==> config.mk <==
export PLATFORM = sky130hd
export DESIGN_NAME = chr_vram_wr_arb
export DESIGN_NICKNAME = d
export VERILOG_FILES = /design/src/rtl/chr_gen_pkg.sv /design/src/rtl/chr_vram_fill_seq.sv /design/src/rtl/chr_vram_wr_arb.sv
export SDC_FILE = /design/constraint.sdc
export NUM_CORES = 1
export LEC_CHECK = 0
export BUFFER_PORTS_ARGS = -buffer_cell sky130_fd_sc_hd__clkbuf_2
export CAP_MARGIN = 25
export CORE_MARGIN = 2
export CORE_UTILIZATION = 55
export DETAILED_ROUTE_END_ITERATION = 12
export PLACE_DENSITY = 0.91
export SETUP_SLACK_MARGIN = 0.3
export SLEW_MARGIN = 20
export SYNTH_ARGS = -nofsm -noshare
export SYNTH_HDL_FRONTEND = slang
export SYNTH_SLANG_ARGS = --single-unit
==> constraint.sdc <==
create_clock -name CK_i -period 3.5 [get_ports CK_i]
set_input_delay 0.525 -clock CK_i [delete_from_list [all_inputs] [get_ports CK_i]]
set_output_delay 0.525 -clock CK_i [all_outputs]
set_load 0.02 [all_outputs]
==> src/rtl/chr_gen_pkg.sv <==
// Shared types for the character-generator VRAM write path.
// No logic here: widths and the state/grant encodings only.
package chr_gen_pkg;

  localparam int C_VRAM_AW_DEF = 10;

  typedef enum logic {
    ST_IDLE = 1'b0,
    ST_FILL = 1'b1
  } fill_st_e;

  typedef enum logic [1:0] {
    GNT_NONE = 2'd0,
    GNT_A    = 2'd1,
    GNT_F    = 2'd2
  } gnt_e;

endpackage

==> src/rtl/chr_vram_fill_seq.sv <==
// Fill sequencer: latches a fill command and walks cells one per adv pulse.
// Latency: pend the cycle after an accepted req; stalls (idx held) while adv=0.
module chr_vram_fill_seq
  import chr_gen_pkg::*;
#(
  parameter int AW = C_VRAM_AW_DEF
) (
  input  logic          clk,
  input  logic          rst_n,
  input  logic          req,
  input  logic [AW-1:0] base,
  input  logic [AW:0]   len,
  input  logic [7:0]    chr,
  input  logic          inc,
  input  logic          adv,
  output logic          pend,
  output logic          last,
  output logic          nxt_fill,
  output logic          zero_req,
  output logic [AW-1:0] addr,
  output logic [7:0]    data
);

  fill_st_e      state;
  logic [AW-1:0] base_q;
  logic [AW:0]   len_q;
  logic [7:0]    chr_q;
  logic          inc_q;
  logic [AW-1:0] idx;
  logic [7:0]    idx8;
  logic          start;

  assign start    = (state == ST_IDLE) && req && (len != '0);
  assign zero_req = (state == ST_IDLE) && req && (len == '0);
  assign pend     = (state == ST_FILL);
  // len_q is one bit wider than idx so a full 2^AW run still terminates.
  assign last     = ({1'b0, idx} == (len_q - (AW+1)'(1)));
  assign nxt_fill = start || (pend && !(adv && last));

  assign idx8 = 8'(idx);
  assign addr = base_q + idx;
  assign data = chr_q + (inc_q ? idx8 : 8'd0);

  always_ff @(posedge clk or negedge rst_n) begin
    if (!rst_n) begin
      state  <= ST_IDLE;
      base_q <= '0;
      len_q  <= '0;
      chr_q  <= '0;
      inc_q  <= 1'b0;
      idx    <= '0;
    end else if (start) begin
      state  <= ST_FILL;
      base_q <= base;
      len_q  <= len;
      chr_q  <= chr;
      inc_q  <= inc;
      idx    <= '0;
    end else if (pend && adv) begin
      idx <= idx + AW'(1);
      if (last) begin
        state <= ST_IDLE;
      end
    end
  end

endmodule

==> src/rtl/chr_vram_wr_arb.sv <==
// Round-robin arbiter of host (A) and fill (F) writes onto the CHR VRAM port.
// Latency: grant to WE one cycle; requesters wait (A holds REQ) while the window is closed.
module chr_vram_wr_arb
  import chr_gen_pkg::*;
#(
  parameter int C_VRAM_AW = C_VRAM_AW_DEF,
  parameter bit C_WIN_EN  = 1'b1
) (
  input  logic                 CK_i,
  input  logic                 XSYS_R_i,
  input  logic                 WIN_i,
  input  logic                 A_REQ_i,
  input  logic [C_VRAM_AW-1:0] A_WAs_i,
  input  logic [7:0]           A_WDs_i,
  output logic                 A_ACK_o,
  input  logic                 FILL_REQ_i,
  input  logic [C_VRAM_AW-1:0] FILL_BASE_i,
  input  logic [C_VRAM_AW:0]   FILL_LEN_i,
  input  logic [7:0]           FILL_CHR_i,
  input  logic                 FILL_INC_i,
  output logic                 FILL_BUSY_o,
  output logic                 FILL_DONE_o,
  output logic [C_VRAM_AW-1:0] CPU_VRAM_WAs_o,
  output logic [7:0]           CPU_VRAM_WDs_o,
  output logic                 CPU_VRAM_WE_o,
  output logic                 OSD_CPU_USE_o
);

  logic                 win_open;
  logic                 prio_f;
  gnt_e                 gnt;
  logic                 f_pend;
  logic                 f_last;
  logic                 f_nxt_fill;
  logic                 f_zero;
  logic [C_VRAM_AW-1:0] f_addr;
  logic [7:0]           f_data;

  chr_vram_fill_seq #(
    .AW(C_VRAM_AW)
  ) u_fill_seq (
    .clk      (CK_i),
    .rst_n    (XSYS_R_i),
    .req      (FILL_REQ_i),
    .base     (FILL_BASE_i),
    .len      (FILL_LEN_i),
    .chr      (FILL_CHR_i),
    .inc      (FILL_INC_i),
    .adv      (gnt == GNT_F),
    .pend     (f_pend),
    .last     (f_last),
    .nxt_fill (f_nxt_fill),
    .zero_req (f_zero),
    .addr     (f_addr),
    .data     (f_data)
  );

  assign win_open = WIN_i || !C_WIN_EN;

  // prio_f names the side that wins the next tie.
  always_comb begin
    gnt = GNT_NONE;
    if (win_open) begin
      if (A_REQ_i && f_pend) begin
        gnt = prio_f ? GNT_F : GNT_A;
      end else if (A_REQ_i) begin
        gnt = GNT_A;
      end else if (f_pend) begin
        gnt = GNT_F;
      end
    end
  end

  assign A_ACK_o     = (gnt == GNT_A);
  assign FILL_BUSY_o = f_pend;

  always_ff @(posedge CK_i or negedge XSYS_R_i) begin
    if (!XSYS_R_i) begin
      prio_f         <= 1'b1;
      CPU_VRAM_WE_o  <= 1'b0;
      CPU_VRAM_WAs_o <= '0;
      CPU_VRAM_WDs_o <= '0;
      FILL_DONE_o    <= 1'b0;
      OSD_CPU_USE_o  <= 1'b0;
    end else begin
      CPU_VRAM_WE_o <= (gnt != GNT_NONE);
      FILL_DONE_o   <= ((gnt == GNT_F) && f_last) || f_zero;
      OSD_CPU_USE_o <= f_nxt_fill || (gnt != GNT_NONE);
      if (gnt == GNT_A) begin
        prio_f         <= 1'b1;
        CPU_VRAM_WAs_o <= A_WAs_i;
        CPU_VRAM_WDs_o <= A_WDs_i;
      end else if (gnt == GNT_F) begin
        prio_f         <= 1'b0;
        CPU_VRAM_WAs_o <= f_addr;
        CPU_VRAM_WDs_o <= f_data;
      end
    end
  end

endmodule

Word level (Yosys, flattened, before mapping)

Index checks and enable logic that the tools add are counted.

Bits in registers: 63
Input port bits: 53

Add/subtract/negate cells: 4
Equality and inequality tests: 3
Muxes and demuxes: 17
Bitwise gates (word level): 1
Reductions and logical operators: 18

Operator list:

| kind                                                | count |
|---|---|
| two-way mux 10 bit                                  | 4 |
| two-way mux 8 bit                                   | 3 |
| equality test 10 x 11 -> 1 bit                      | 1 |
| zero test 11 bit                                    | 1 |
| nonzero test 11 bit                                 | 1 |
| subtractor 11 x 1 -> 11 bit, second input constant  | 1 |
| adder 10 x 1 -> 10 bit, second input constant       | 1 |
| adder 10 bit                                        | 1 |
| two-way mux 2 bit                                   | 5 |
| adder 8 bit                                         | 1 |
| nonzero test 2 bit                                  | 4 |
| logical AND 1 bit                                   | 7 |
| two-way mux 1 bit                                   | 5 |
| logical OR 1 bit                                    | 3 |
| equality test 2 x 1 -> 1 bit, second input constant | 1 |
| equality test 2 bit, second input constant          | 1 |
| AND reduction 2 bit                                 | 1 |
| zero test 1 bit                                     | 1 |
| inverter 1 bit                                      | 1 |

Longest topological paths before layout

Word-level depth: 10
Gate-level depth with buffers: 10
Depth with buffers taken out: 10

Modules after synthesis

A second synthesis with hierarchy kept.

Cell total of the unflattened synthesis: 369
Area total of the unflattened synthesis: 3814.9 µm²

Modules (own cells, without submodules):

| module            | instances | cells an instance | area each (µm²) | seq. area each (µm²) |
|---|---|---|---|---|
| chr_vram_fill_seq | 1         | 272               | 2776.4          | 1026.0 |
| chr_vram_wr_arb   | 1         | 97                | 1038.5          | 551.8 |

Least setup slack after synthesis

Ideal clock, no wire load.

Kind: register -> register
Start: reg u_fill_seq.state (netlist: u_fill_seq.pend)
End: reg u_fill_seq.idx[9]
Setup time: 0.078 ns
Arrival: 2.134 ns
Data required time: 3.422 ns
Setup slack: 1.288 ns
Stages on the path, launching flop included: 11
Path buffers: 1
Cells stage by stage: dfrtp_1 nand2_1 a21o_1 inv_1 ha_1 and2_1 clkbuf_1 and4_1 nand3_1 or3_1 a21oi_1

Cells in the longest elaborated chain, start to end: 7
Elaborated cells between the ends (all ways): 12
Classes of those cells: eq/ne: 1; mux: 5; bitwise: 1; reduce/logical: 5

Ends and longest elaborated chain:

| what                         | RTL line                | RTL |
|---|---|---|
| start, declared              | chr_vram_fill_seq.sv:24 | `fill_st_e state;` |
| start signal, assigned       | chr_vram_fill_seq.sv:46 | `state <= ST_IDLE;` |
| start signal, assigned       | chr_vram_fill_seq.sv:53 | `state <= ST_FILL;` |
| start signal, assigned       | chr_vram_fill_seq.sv:62 | `state <= ST_IDLE;` |
| two-way mux 2 bit            | chr_vram_wr_arb.sv:68   | `end else if (f_pend) begin` |
| two-way mux 2 bit            | chr_vram_wr_arb.sv:66   | `end else if (A_REQ_i) begin` |
| two-way mux 2 bit            | chr_vram_wr_arb.sv:64   | `if (A_REQ_i && f_pend) begin` |
| two-way mux 2 bit            | chr_vram_wr_arb.sv:63   | `if (win_open) begin` |
| equality test 2 bit          | chr_vram_wr_arb.sv:49   | `.adv (gnt == GNT_F),` |
| logical AND 1 bit            | chr_vram_fill_seq.sv:59 | `end else if (pend && adv) begin` |
| nonzero test 2 bit (no line) | n/a                     |  |
| end signal, assigned         | chr_vram_fill_seq.sv:60 | `idx <= idx + AW'(1);` |
| end, declared                | chr_vram_fill_seq.sv:29 | `logic [AW-1:0] idx;` |

Parallel ways exist; a longest one is shown, timed or not.
A chain may end at the register's enable or synchronous reset.

Worst setup path after layout

Start: reg u_fill_seq.state (netlist: u_fill_seq.pend)
End: out A_ACK_o

Cells in the longest elaborated chain, start to end: 5
Elaborated cells between the ends (all ways): 6
Classes of those cells: eq/ne: 1; mux: 4; reduce/logical: 1

Ends and longest elaborated chain:

| what                             | RTL line              | RTL |
|---|---|---|
| two-way mux 2 bit                | chr_vram_wr_arb.sv:68 |  |
| two-way mux 2 bit                | chr_vram_wr_arb.sv:66 |  |
| two-way mux 2 bit (*)            | chr_vram_wr_arb.sv:64 |  |
| two-way mux 2 bit (*)            | chr_vram_wr_arb.sv:63 |  |
| equality test 2 x 1 -> 1 bit (*) | chr_vram_wr_arb.sv:74 | `assign A_ACK_o = (gnt == GNT_A);` |
| end, declared                    | chr_vram_wr_arb.sv:15 | `output logic A_ACK_o,` |

Mark *: on every way between the ends. The rest lies on a longest branch, timed or not.

==> impl_metrics.env <==
export IMPL_avgViaCountPerCell=5.788
export IMPL_antenna_left=0
export IMPL_syn_nets=461
export IMPL_via_count=3160
export IMPL_nFillCells=487
export IMPL_power_density_nw_per_um2=846.1
export IMPL_slew_violations=0
export IMPL_worstPathArrival_ns=2.05
export IMPL_skew_ns=0.006402
export IMPL_area_growth_pct=19.26
export IMPL_rsz0062_at_grt="false"
export IMPL_drive_gt1_share_pct=28.97
export IMPL_hold_viol_final=0
export IMPL_fp_dieH_um=86.98
export IMPL_dpl_hpwl_um=6412
export IMPL_ys_seq_elements=63
export IMPL_cp_end_kind="primary output"
export IMPL_seq_area_frac_synth_pct=41.66
export IMPL_numCtsBuffers=9
export IMPL_required_ns=2.97
export IMPL_finalSetupTns_ns=0
export IMPL_finalSetupViolCount=0
export IMPL_yosysUniqueCellTypes=51
export IMPL_path_clk_slew_ns=0.07
export IMPL_gr_total_overflow=0
export IMPL_portBuffers=75
export IMPL_grt_max_degree=40
export IMPL_grt_pass1_wl_um=13770
export IMPL_htree_levels=3
export IMPL_die_area_um2=7566
export IMPL_ctsHoldBuffers=0
export IMPL_routed_wl_um=8538
export IMPL_hold_path_class="in2async"
export IMPL_critPathMaxStageDelay_ns=0.46
export IMPL_n_antenna_cell=0
export IMPL_clockRootBuffer="clkbuf_8"
export IMPL_avgSynthCellArea_um2=9.837
export IMPL_gp_congestion=0.8192
export IMPL_crit_fanout=26
export IMPL_post_cts_setup_buffers=0
export IMPL_final_nets=537
export IMPL_critical_path_class="reg2out"
export IMPL_synth_cells=385
export IMPL_grt_usage_pct=23.62
export IMPL_period_share_pct=73.60
export IMPL_cts_tree="yes"
export IMPL_grt_pass1_vias=3061
export IMPL_cts_resized=0
export IMPL_grt_antenna_before_repair=0
export IMPL_first_pass_iters=6
export IMPL_cp_cell_sequence="nand2_1 > nand3_1 > inv_1 > ha_1 > buf_4 > clkbuf_2"
export IMPL_clkSinkCount=63
export IMPL_die_x_um=86.98
export IMPL_status="completed"
export IMPL_io_pins=76
export IMPL_ir_worst_vdd_uv=375.7
export IMPL_core_um2=6719
export IMPL_drt_iter0_markers=101
export IMPL_start_util_pct=56.37
export IMPL_critPathSlowestCell="dfrtp_1"
export IMPL_max_freq_mhz=388.2
export IMPL_maxSlewHeadroom_pct=48.61
export IMPL_clock_latency_ns=0.35
export IMPL_synthFlopType="dfrtp_1"
export IMPL_clock_path_buffers=2
export IMPL_wl_per_cell_um=15.64
export IMPL_ys_warnings_count=0
export IMPL_synth_enable_flop_cells=0
export IMPL_drc_errors=0
export IMPL_rows=30
export IMPL_worst_pin_slew_ns=0.7638
export IMPL_cap_violations=0
export IMPL_finalPower_w=0.003822
export IMPL_period_needed_ns=2.576
export IMPL_netlist_area_um2=3787
export IMPL_async_flop_share_pct=100.0
export IMPL_p_leak_nw=2.097
export IMPL_start_kind="flop"
==> state kept, by name, summed over array words and instances, names as in the netlist <==
name,cells
u_fill_seq.inc_q,1
CPU_VRAM_WDs_o,8
OSD_CPU_USE_o,1
u_fill_seq.idx,10
u_fill_seq.chr_q,8
CPU_VRAM_WAs_o,10
CPU_VRAM_WE_o,1
prio_f,1
u_fill_seq.pend,1
FILL_DONE_o,1
u_fill_seq.base_q,10
u_fill_seq.len_q,11
==> layout make-up <==
class	count	area [µm²]	area share, %
Tap cell	80	100.1	2.216
Timing Repair Buffer	81	440.4	9.751
Clock buffer	14	182.7	4.044
Inverter	15	56.30	1.247
Sequential cell	63	1578	34.93
Clock inverter	2	60.06	1.330
Multi-Input combinational cell	291	2100	46.48
==> routing by layer <==
metal	global-route usage (%)	wire length (µm)	vias up
met5	0	0	-
met4	10.09	174	0
met3	5.687	479	18
met2	39.83	4193	125
met1	28.81	3691	1500
li1	-	-	1517
==> final timing paths <==
kind	from	end	slack (ns)	cells after the start
setup / recovery	u_fill_seq.pend	A_ACK_o	0.92	6
hold / removal	XSYS_R_i	CPU_VRAM_WAs_o[5]	0.13	1
setup reg to reg	u_fill_seq.len_q[0]	OSD_CPU_USE_o	1.04	8
hold reg to reg	CPU_VRAM_WAs_o[4]	CPU_VRAM_WAs_o[4]	0.49	1
max in group asynchronous	XSYS_R_i	u_fill_seq.chr_q[7]	2.69	2
min in group CK_i	FILL_BASE_i[1]	u_fill_seq.base_q[1]	0.41	3
==> cell families after synthesis <==
kind of cell	synth area share, %
compound gates	12.09
xor+xnor	6.475
fa+ha+maj	7.995
buf+inv	3.138
flops	41.66
mux	9.052
simple gates	19.59
==> worst max-delay path, delay by kind of cell, from the launching register on <==
kind	cells	cell delay [ns]
buffers and inverters	3	0.66
DFF	1	0.46
and+or+nand+nor	2	0.25
adders and majority gates	1	0.33
==> power by group <==
| part | internal [W] | switching, W |
|---|---|---|
| Sequential | 0.00104 | 0.000309 |
| Clock | 0.000479 | 0.000277 |
| Combinational | 0.000777 | 0.000938 |
| Total | 0.00230 | 0.00152 |
==> placed cells by master (no fill, tap or decap), drive strengths merged, types with 2 or more instances in the layout <==
cell,instances
nand2b,4
xor2,16
o2111ai,2
fa,2
nor2b,11
ha,21
nor4,4
o211ai,4
nor3,11
a21o,6
xnor2,12
nand4b,2
o21a,4
mux2,26
nand2,23
or3,6
and2,10
bufinv,2
inv,15
nand4,5
nand3,13
o21ai,17
buf,6
dfrtp,62
mux2i,5
nor2,34
a21oi,24
a31oi,11
clkbuf,89
nand3b,4
==> cells in the mapped netlist, types with 11 or more instances <==
library cell	number	area share, %
nor2_1	34	3.4
mux2_2	26	7.7
clkbuf_1	13	1.3
nand2_1	22	2.2
xor2_1	16	3.7
nor2b_1	11	1.8
inv_1	15	1.5
nand3_1	12	1.6
ha_1	21	6.9
dfrtp_1	62	41
o21ai_0	17	2.2
a21oi_1	24	3.2
xnor2_1	12	2.8
==> per-stage QoR <==
| step | instance area (µm²) | worst slack (ns) | cells | hold slack, ns | utilization [%] |
|---|---|---|---|---|---|
| CTS | 4517 | 0.8985 | 546 | 0.1305 | 67.23 |
| finish | 4517 | 0.9240 | 546 | 0.1302 | 67.23 |
| global route | 4517 | 0.8062 | 546 | 0.1507 | 67.23 |
| global placement | 4247 | 0.9248 | 529 | 0.4656 | 63.20 |
| floorplan | 3787 | 1.288 | 385 | 0.2294 | - |
| detailed placement | 4274 | 1.009 | 530 | 0.4769 | 63.61 |
(Power assumes the default switching activity.)
